### src/rtl/fp32_vec_gather_pkg.sv
// Shared types for the FP32_8 vector gather block.
// Optional feature macro: FP_GATHER_SPECIAL_FLAG_EN (per-lane Inf/NaN flag).
package fp32_vec_gather_pkg;

  localparam int unsigned EXP_WIDTH  = 8;
  localparam int unsigned MANT_WIDTH = 23;
  localparam int unsigned FP_WIDTH   = 1 + EXP_WIDTH + MANT_WIDTH;

  typedef struct packed {
    logic                  sign;
    logic [EXP_WIDTH-1:0]  exp;
    logic [MANT_WIDTH-1:0] mant;
  } fp32_8_t;

  // True for Inf and NaN encodings (exponent all ones).
  function automatic logic is_inf_nan(input fp32_8_t v);
    return &v.exp;
  endfunction

endpackage

### src/rtl/fp32_gather_bank.sv
// One bank of the ping-pong gather buffer: LENGTH lane registers, element
// count, full flag and zero masking of lanes beyond the count.
// Optional feature macro: FP_GATHER_SPECIAL_FLAG_EN (per-lane Inf/NaN flag).
module fp32_gather_bank
  import fp32_vec_gather_pkg::*;
#(
  parameter  int unsigned LENGTH = 8,
  localparam int unsigned CNT_W  = $clog2(LENGTH + 1),
  localparam int unsigned IDX_W  = $clog2(LENGTH)
) (
  input  logic                   clk,
  input  logic                   reset,
  input  logic                   wr_en,
  input  logic [IDX_W-1:0]       wr_idx,
  input  logic [FP_WIDTH-1:0]    wr_data,
  input  logic                   close,
  input  logic                   drain,
  output logic                   full,
  output logic [CNT_W-1:0]       cnt,
  output logic [LENGTH*32-1:0]   data
`ifdef FP_GATHER_SPECIAL_FLAG_EN
  ,
  output logic [LENGTH-1:0]      special
`endif
);

  fp32_8_t          lane_q [LENGTH];
  fp32_8_t          lane_d [LENGTH];
  logic             full_q, full_d;
  logic [CNT_W-1:0] cnt_q, cnt_d;
`ifdef FP_GATHER_SPECIAL_FLAG_EN
  logic [LENGTH-1:0] spec_q, spec_d;
`endif

  // Next state: lane write, close (set full, latch count) and drain (clear full).
  always_comb begin
    lane_d = lane_q;
    full_d = full_q;
    cnt_d  = cnt_q;
`ifdef FP_GATHER_SPECIAL_FLAG_EN
    spec_d = spec_q;
`endif
    if (wr_en) begin
      lane_d[wr_idx] = fp32_8_t'(wr_data);
`ifdef FP_GATHER_SPECIAL_FLAG_EN
      spec_d[wr_idx] = is_inf_nan(fp32_8_t'(wr_data));
`endif
    end
    if (close) begin
      full_d = 1'b1;
      cnt_d  = CNT_W'(wr_idx) + CNT_W'(1);
    end
    if (drain) begin
      full_d = 1'b0;
    end
  end

  // Control state with synchronous reset.
  always_ff @(posedge clk) begin
    if (reset) begin
      full_q <= 1'b0;
      cnt_q  <= '0;
`ifdef FP_GATHER_SPECIAL_FLAG_EN
      spec_q <= '0;
`endif
    end else begin
      full_q <= full_d;
      cnt_q  <= cnt_d;
`ifdef FP_GATHER_SPECIAL_FLAG_EN
      spec_q <= spec_d;
`endif
    end
  end

  // Lane payload; stale contents are hidden by the count mask, so no reset.
  always_ff @(posedge clk) begin
    lane_q <= lane_d;
  end

  // Present populated lanes, force unpopulated lanes to +0.0.
  always_comb begin
    data = '0;
`ifdef FP_GATHER_SPECIAL_FLAG_EN
    special = '0;
`endif
    for (int unsigned i = 0; i < LENGTH; i++) begin
      if (CNT_W'(i) < cnt_q) begin
        data[i*32 +: 32] = lane_q[i];
`ifdef FP_GATHER_SPECIAL_FLAG_EN
        special[i] = spec_q[i];
`endif
      end
    end
    full = full_q;
    cnt  = cnt_q;
  end

endmodule

### src/rtl/fp32_vec_gather.sv
// Scalar FP32_8 stream to FP32_8[LENGTH] vector packer with a ping-pong
// double buffer, sustaining one element per cycle; in_last closes short vectors.
// Optional feature macro: FP_GATHER_SPECIAL_FLAG_EN adds out_special.
module fp32_vec_gather
  import fp32_vec_gather_pkg::*;
#(
  parameter  int unsigned LENGTH = 8,
  localparam int unsigned CNT_W  = $clog2(LENGTH + 1)
) (
  input  logic                 clk,
  input  logic                 reset,
  input  logic [31:0]          in_data,
  input  logic                 in_valid,
  input  logic                 in_last,
  output logic                 in_ready,
  output logic [LENGTH*32-1:0] out_data,
  output logic [CNT_W-1:0]     out_count,
  output logic                 out_valid,
  input  logic                 out_ready,
  input  logic                 debugen_in
`ifdef FP_GATHER_SPECIAL_FLAG_EN
  ,
  output logic [LENGTH-1:0]    out_special
`endif
);

  localparam int unsigned IDX_W = $clog2(LENGTH);

  logic             wr_bank_q, wr_bank_d;
  logic             rd_bank_q, rd_bank_d;
  logic [IDX_W-1:0] wr_idx_q, wr_idx_d;

  logic [1:0]            full;
  logic [CNT_W-1:0]      cnt  [2];
  logic [LENGTH*32-1:0]  data [2];
`ifdef FP_GATHER_SPECIAL_FLAG_EN
  logic [LENGTH-1:0]     special [2];
`endif

  logic       accept, close, drain;
  logic [1:0] bank_wr, bank_close, bank_drain;

  // Trace port kept for interface compatibility; tracing is not synthesized.
  logic unused_debugen;
  assign unused_debugen = debugen_in;

  // Handshake, per-bank strobes, output mux and pointer next state.
  always_comb begin
    in_ready   = !full[wr_bank_q];
    accept     = in_valid && in_ready;
    close      = accept && (in_last || (wr_idx_q == IDX_W'(LENGTH - 1)));
    out_valid  = full[rd_bank_q];
    drain      = out_valid && out_ready;
    bank_wr    = '0;
    bank_close = '0;
    bank_drain = '0;
    bank_wr[wr_bank_q]    = accept;
    bank_close[wr_bank_q] = close;
    bank_drain[rd_bank_q] = drain;
    out_count  = cnt[rd_bank_q];
    out_data   = data[rd_bank_q];
`ifdef FP_GATHER_SPECIAL_FLAG_EN
    out_special = special[rd_bank_q];
`endif
    wr_bank_d = wr_bank_q ^ close;
    rd_bank_d = rd_bank_q ^ drain;
    wr_idx_d  = wr_idx_q;
    if (close) begin
      wr_idx_d = '0;
    end else if (accept) begin
      wr_idx_d = wr_idx_q + IDX_W'(1);
    end
  end

  // Write/read bank pointers and write lane index.
  always_ff @(posedge clk) begin
    if (reset) begin
      wr_bank_q <= 1'b0;
      rd_bank_q <= 1'b0;
      wr_idx_q  <= '0;
    end else begin
      wr_bank_q <= wr_bank_d;
      rd_bank_q <= rd_bank_d;
      wr_idx_q  <= wr_idx_d;
    end
  end

  for (genvar b = 0; b < 2; b++) begin : g_bank
    fp32_gather_bank #(
      .LENGTH(LENGTH)
    ) u_bank (
      .clk     (clk),
      .reset   (reset),
      .wr_en   (bank_wr[b]),
      .wr_idx  (wr_idx_q),
      .wr_data (in_data),
      .close   (bank_close[b]),
      .drain   (bank_drain[b]),
      .full    (full[b]),
      .cnt     (cnt[b]),
      .data    (data[b])
`ifdef FP_GATHER_SPECIAL_FLAG_EN
      ,
      .special (special[b])
`endif
    );
  end

endmodule

### config.mk
export PLATFORM = sky130hd
export DESIGN_NAME = fp32_vec_gather
export DESIGN_NICKNAME = d
export VERILOG_FILES = /design/src/rtl/fp32_vec_gather_pkg.sv /design/src/rtl/fp32_gather_bank.sv /design/src/rtl/fp32_vec_gather.sv
export SDC_FILE = /design/constraint.sdc
export NUM_CORES = 1
export LEC_CHECK = 0
export BUFFER_PORTS_ARGS = -buffer_cell sky130_fd_sc_hd__buf_2
export CELL_PAD_IN_SITES_DETAIL_PLACEMENT = 0
export CELL_PAD_IN_SITES_GLOBAL_PLACEMENT = 1
export CORE_ASPECT_RATIO = 0.7
export CORE_MARGIN = 8
export CORE_UTILIZATION = 40
export CTS_BUF_LIST = sky130_fd_sc_hd__clkbuf_4
export DETAILED_ROUTE_END_ITERATION = 16
export PLACE_DENSITY = 0.72
export SLEW_MARGIN = 20
export SYNTH_ARGS = -nofsm -noshare
export SYNTH_HDL_FRONTEND = slang
export SYNTH_SLANG_ARGS = --single-unit
export TNS_END_PERCENT = 20
### constraint.sdc
create_clock -name clk -period 5.1 [get_ports clk]
set_input_delay 0 -clock clk [delete_from_list [all_inputs] [get_ports clk]]
set_output_delay 0 -clock clk [all_outputs]
set_load 0.005 [all_outputs]
Yosys cells after proc, flatten, opt, wreduce, memory -nomap -nowiden --
Index checks and enable logic that the tools add are counted.
Cells by class: eq/ne operators 1, mux-type cells 34, add/sub/neg operators 2, bitwise operators 7, reductions and logical operators 11, $lt $le $gt $ge 23
Operators by type and width (count):
- $mux W256 | 3
- $mux W32 | 17
- $bwmux W256 | 2
- $demux W32 S3 | 1
- $lt A3 B4 Y1 const A | 8
- $lt A1 B4 Y1 const A | 4
- $lt A2 B4 Y1 const A | 4
- $mux W4 | 3
- $and A2 B2 Y2 | 3
- $logic_and A1 B1 Y1 | 6
- $mux W1 | 6
- $reduce_or A2 Y1 | 3
- $add A3 B1 Y4 const B | 1
- $ge A4 B4 Y1 const B | 1
- $lt A1 B2 Y1 const B | 2
- $lt A4 B1 Y1 const B | 1
- $not A3 Y4 | 1
- $add A3 B1 Y3 const B | 1
- $eq A3 B3 Y1 const B | 1
- $demux W1 S1 | 2
- $ge A1 B1 Y1 const B | 2
- $ge A2 B2 Y1 const B | 1
- $not A1 Y2 | 1
- $xor A1 B1 Y1 | 2
- other kinds (2) | 2
Word-level totals: bits of input ports 38, output and inout bits 262, logic and storage cells 133, register bits after elaboration 527

Longest topological paths before layout --
word-level depth 6, mapped depth 6, depth with buffers taken out 5

Hierarchy --
Synthesis repeated with hierarchy kept, for this count alone.
Second synthesis, totals: cell total of the unflattened synthesis 1484, area, all modules 23739.0 µm²
By module, submodules not included:
- fp32_gather_bank | area an instance 9760.6 µm², times used 2, cells an instance 581, seq. area each 7787.5 µm²
- fp32_vec_gather | area an instance 4217.8 µm², times used 1, cells an instance 322, seq. area each 100.1 µm²

Worst setup path before layout --
No wires, ideal clock.
path type register to register, start register g_bank[0].u_bank.full_q, end register g_bank[0].u_bank.lane_q[224] (netlist name), enable pin, setup time 0.501 ns, data arrival time 3.905 ns, path buffers 1, setup slack 0.693 ns, period minus slack after synthesis 4.407 ns, cell stages (with the launch flop) 4, data required time 4.599 ns, cells stage by stage dfxtp_1 -> or3b_1 -> buf_6 -> nor4_1
On the way: longest elaborated chain between the ends 5
Ends and longest elaborated chain:
- start: declaration | RTL line fp32_gather_bank.sv:29 | logic full_q, full_d;
- start signal: assignment | RTL line fp32_gather_bank.sv:67 | full_q <= full_d;
- $mux W1 (not written as such) (2 in series) | RTL line fp32_vec_gather.sv:49 | in_ready = !full[wr_bank_q];
- $logic_not A1 Y1 | RTL line fp32_vec_gather.sv:49
- $logic_and A1 B1 Y1 | RTL line fp32_vec_gather.sv:50 | accept = in_valid && in_ready;
- $and A2 B2 Y2 (no line)
- end signal: assignment | RTL line fp32_gather_bank.sv:77 | lane_q <= lane_d;
- end: declaration | RTL line fp32_gather_bank.sv:27 | fp32_8_t lane_q [LENGTH];
No other way between the ends. The select of a mux whose other input is x is not followed. A chain may end at the register's enable or synchronous reset.

Final worst setup path --
start register rd_bank_q, end output port out_data[177]
On the way: longest elaborated chain between the ends 4
Ends and longest elaborated chain:
- start: declaration | RTL line fp32_vec_gather.sv:30 | logic rd_bank_q, rd_bank_d;
- start signal: assignment | RTL line fp32_vec_gather.sv:83 | rd_bank_q <= rd_bank_d;
- $not A1 Y2 (not written as such) | RTL line fp32_vec_gather.sv:61 | out_data = data[rd_bank_q];
- $mux W256 (not written as such) (3 in series) | RTL line fp32_vec_gather.sv:61
- end: declaration | RTL line fp32_vec_gather.sv:16 | output logic [LENGTH*32-1:0] out_data,
No other way between the ends. The select of a mux whose other input is x is not followed.

==> reports/results.txt <==
Post-Route WL -> 55.2 mm
htree depth -> 3
Slew Viols, Final -> 0
number of global-route vias before repair -> 11600
Cell Area, Synth -> 0.0188 sq mm
Layout Nets -> 1470
Most used DFF post-synth -> edfxtp_1
layout cells sized above 1 -> 0.358
relative slew slack -> 0.258
data required time at the worst endpoint -> 5.10 ns
Worst setup SP type -> flop
core area -> 0.0464 sq mm
synthesized net count -> 1000
final hold violation count -> 0
drt drc -> 0
synth-to-layout area growth -> 26.3%
Initial DRC Count -> 972
synth warn -> 0
Post-synth EDFFs -> 512
sequential area share after synthesis -> 0.834
minimum clock period -> 3.63 ns
Post-CTS Setup Bufs -> 0
Worst EP arrival -> 3.63 ns
synthesized instance count -> 958
vias per cell -> 5.36
CTS tree -> yes
crit end category -> primary output
hold-fix buffers at CTS -> 79
crit-path cells -> inv_1, nor2_4, a22o_1, buf_2
Avg Inst Size Synth -> 19.6 sq um
CTS clk-pin slew, worst paths -> 0.06 ns
Area contributors post-synth -> edfxtp_1, a22o_1, dfxtp_1, clkbuf_1, o21ai_0
synth cell count leaders -> edfxtp_1, a22o_1, clkbuf_1
total CTS buffers -> 121
unrepaired setup endpoints after global routing -> false
final setup fails -> 0
Min Hold Slack -> 0.0997 ns
GPL Wtd Cong -> 0.763
Crit path largest cell delay -> 0.92 ns
Die ar. -> 0.0543 sq mm
via count -> 11500
WL/cell -> 25.7 um
Clock Sinks -> 527
clock latency at the later pin of the worst-skew pair -> 0.92 ns
initial core utilization -> 0.405
Post-DRT Antenna Nets -> 0
CP max-delay cell -> dfxtp_1
Crit Path Class -> flop to primary output
post-CTS sizing -> 0
first-pass GRT wire length -> 77.9 mm
CP Max Fanout -> 32
Final Power -> 8.34 mW
max cap viols -> 0
Root Driver -> clkbuf_4
Yosys top cell by area -> edfxtp_1
Post-synth ARST share -> 0
DIE WIDTH -> 275 um
Pleak -> 8.84 nW
Layout Skew -> 0.0614 ns
worst vdd ir -> 0.248 mV
drt first pass iters -> 4
outcome -> completed
I/O pin cnt -> 300
DP HPWL -> 32.8 mm
FMAX -> 275 MHz
# rows -> 66
setup TNS -> 0 ns
gr usage total -> 0.199
largest net degree at the start of global routing -> 33
Yosys top cell area share -> 0.818
grt ovf -> 0
library cells used by synthesis -> 28
measured slew at the worst slew-check pin -> 1.11 ns
pwr dens -> 351 mW/mm^2
Die Y -> 197 um
Yosys reg bits -> 527
period utilisation layout -> 0.712
Port Buffers -> 298
worst hold path class -> input pin to flop
top-count cell post-synth -> edfxtp_1
initial antenna violation count -> 1
CTS Buffer Depth -> 3
==> per-layer routing <==
metal,wire (um),vias up,global-route usage,share of wire
met3,5450,71,0.0763,0.099
li1,-,5033,-,-
met1,23000,5872,0.255,0.42
met5,0,-,0,0
met2,25800,528,0.315,0.47
met4,946,0,0.0581,0.017
==> report_power, final <==
group | leakage [nW] | switching (mW) | internal (mW)
clock network | 0.915 | 1.65 | 1.60
registers | 4.74 | 0.0201 | 4.79
logic | 3.18 | 0.180 | 0.0916
total | 8.84 | 1.85 | 6.48
==> critical path: cells and delay by family, from the launching register on <==
family,cells,cell delay [ns]
DFF,1,0.92
and+or+nand+nor,1,0.91
buffers and inverters,2,0.59
AOI/OAI and AO/OA,1,0.31
==> state kept, by name, summed over array words and instances (netlist names) <==
| signal | count |
|---|---|
| g_bank.u_bank.cnt | 8 |
| g_bank.u_bank.full | 2 |
| g_bank.u_bank.lane_q | 512 |
| rd_bank_q | 1 |
| wr_bank_q | 1 |
| wr_idx_q | 3 |
==> cell type report <==
class	count	area, sq um
Fill cell	3825	22700
Sequential cell	527	15700
Multi-Input combinational cell	367	3100
Timing Repair Buffer	405	2610
Clock buffer	175	1310
Tap cell	612	766
Clock inverter	50	233
Inverter	6	22.5
Antenna cell	5	12.5
==> worst paths after layout <==
check | startpoint | endpoint | slack [ns] | cells past startpoint
max | rd_bank_q$_SDFF_PP0_ | out_data[177] | 1.47 | 4
min | out_ready | rd_bank_q$_SDFF_PP0_ | 0.1 | 5
max reg2reg | wr_idx_q[0]$_SDFFE_PP0N_ | wr_idx_q[2]$_SDFFE_PP0N_ | 1.83 | 7
min reg2reg | g_bank[1].u_bank.full$_SDFFE_PP0P_ | g_bank[1].u_bank.full$_SDFFE_PP0P_ | 0.52 | 2
==> per-stage QoR <==
stage / area, sq um / worst slack, ns / util / instances
2_1_floorplan: 18800 / 0.693 / - / 958
3_3_place_gp: 21200 / 2.17 / 0.457 / 1832
3_5_place_dp: 21300 / 2.09 / 0.459 / 1836
4_1_cts: 23700 / 1.31 / 0.510 / 2140
5_1_grt: 23700 / 1.13 / 0.511 / 2147
6_report: 23700 / 1.47 / 0.511 / 2147
==> logic make-up (layout without fill, tap and decap cells) <==
kind of cell    after synthesis  in the layout  synth area share
flops                       527            527             0.834
compound gates              293            293             0.130
simple gates                 67             67            0.0182
buf+inv                      64            636            0.0135
fa+ha+maj                     4              4           0.00266
mux                           3              3           0.00180
other cells                   0              5                 0
==> placed cells by master, fill, tap and decap left out, types with 6 or more instances in the layout <==
| cell | instances |
|---|---|
| edfxtp_1 | 512 |
| buf_2 | 298 |
| a22o_1 | 256 |
| clkbuf_4 | 175 |
| dlygate4sd3_1 | 79 |
| clkinv_1 | 38 |
| buf_4 | 21 |
| o21ai_0 | 17 |
| dfxtp_1 | 15 |
| nand2_1 | 11 |
| nor2_4 | 10 |
| a21oi_1 | 10 |
| nor3_2 | 7 |
| nand2b_1 | 6 |
| inv_1 | 6 |
| nor2_1 | 6 |
(Power assumes the default switching activity.)
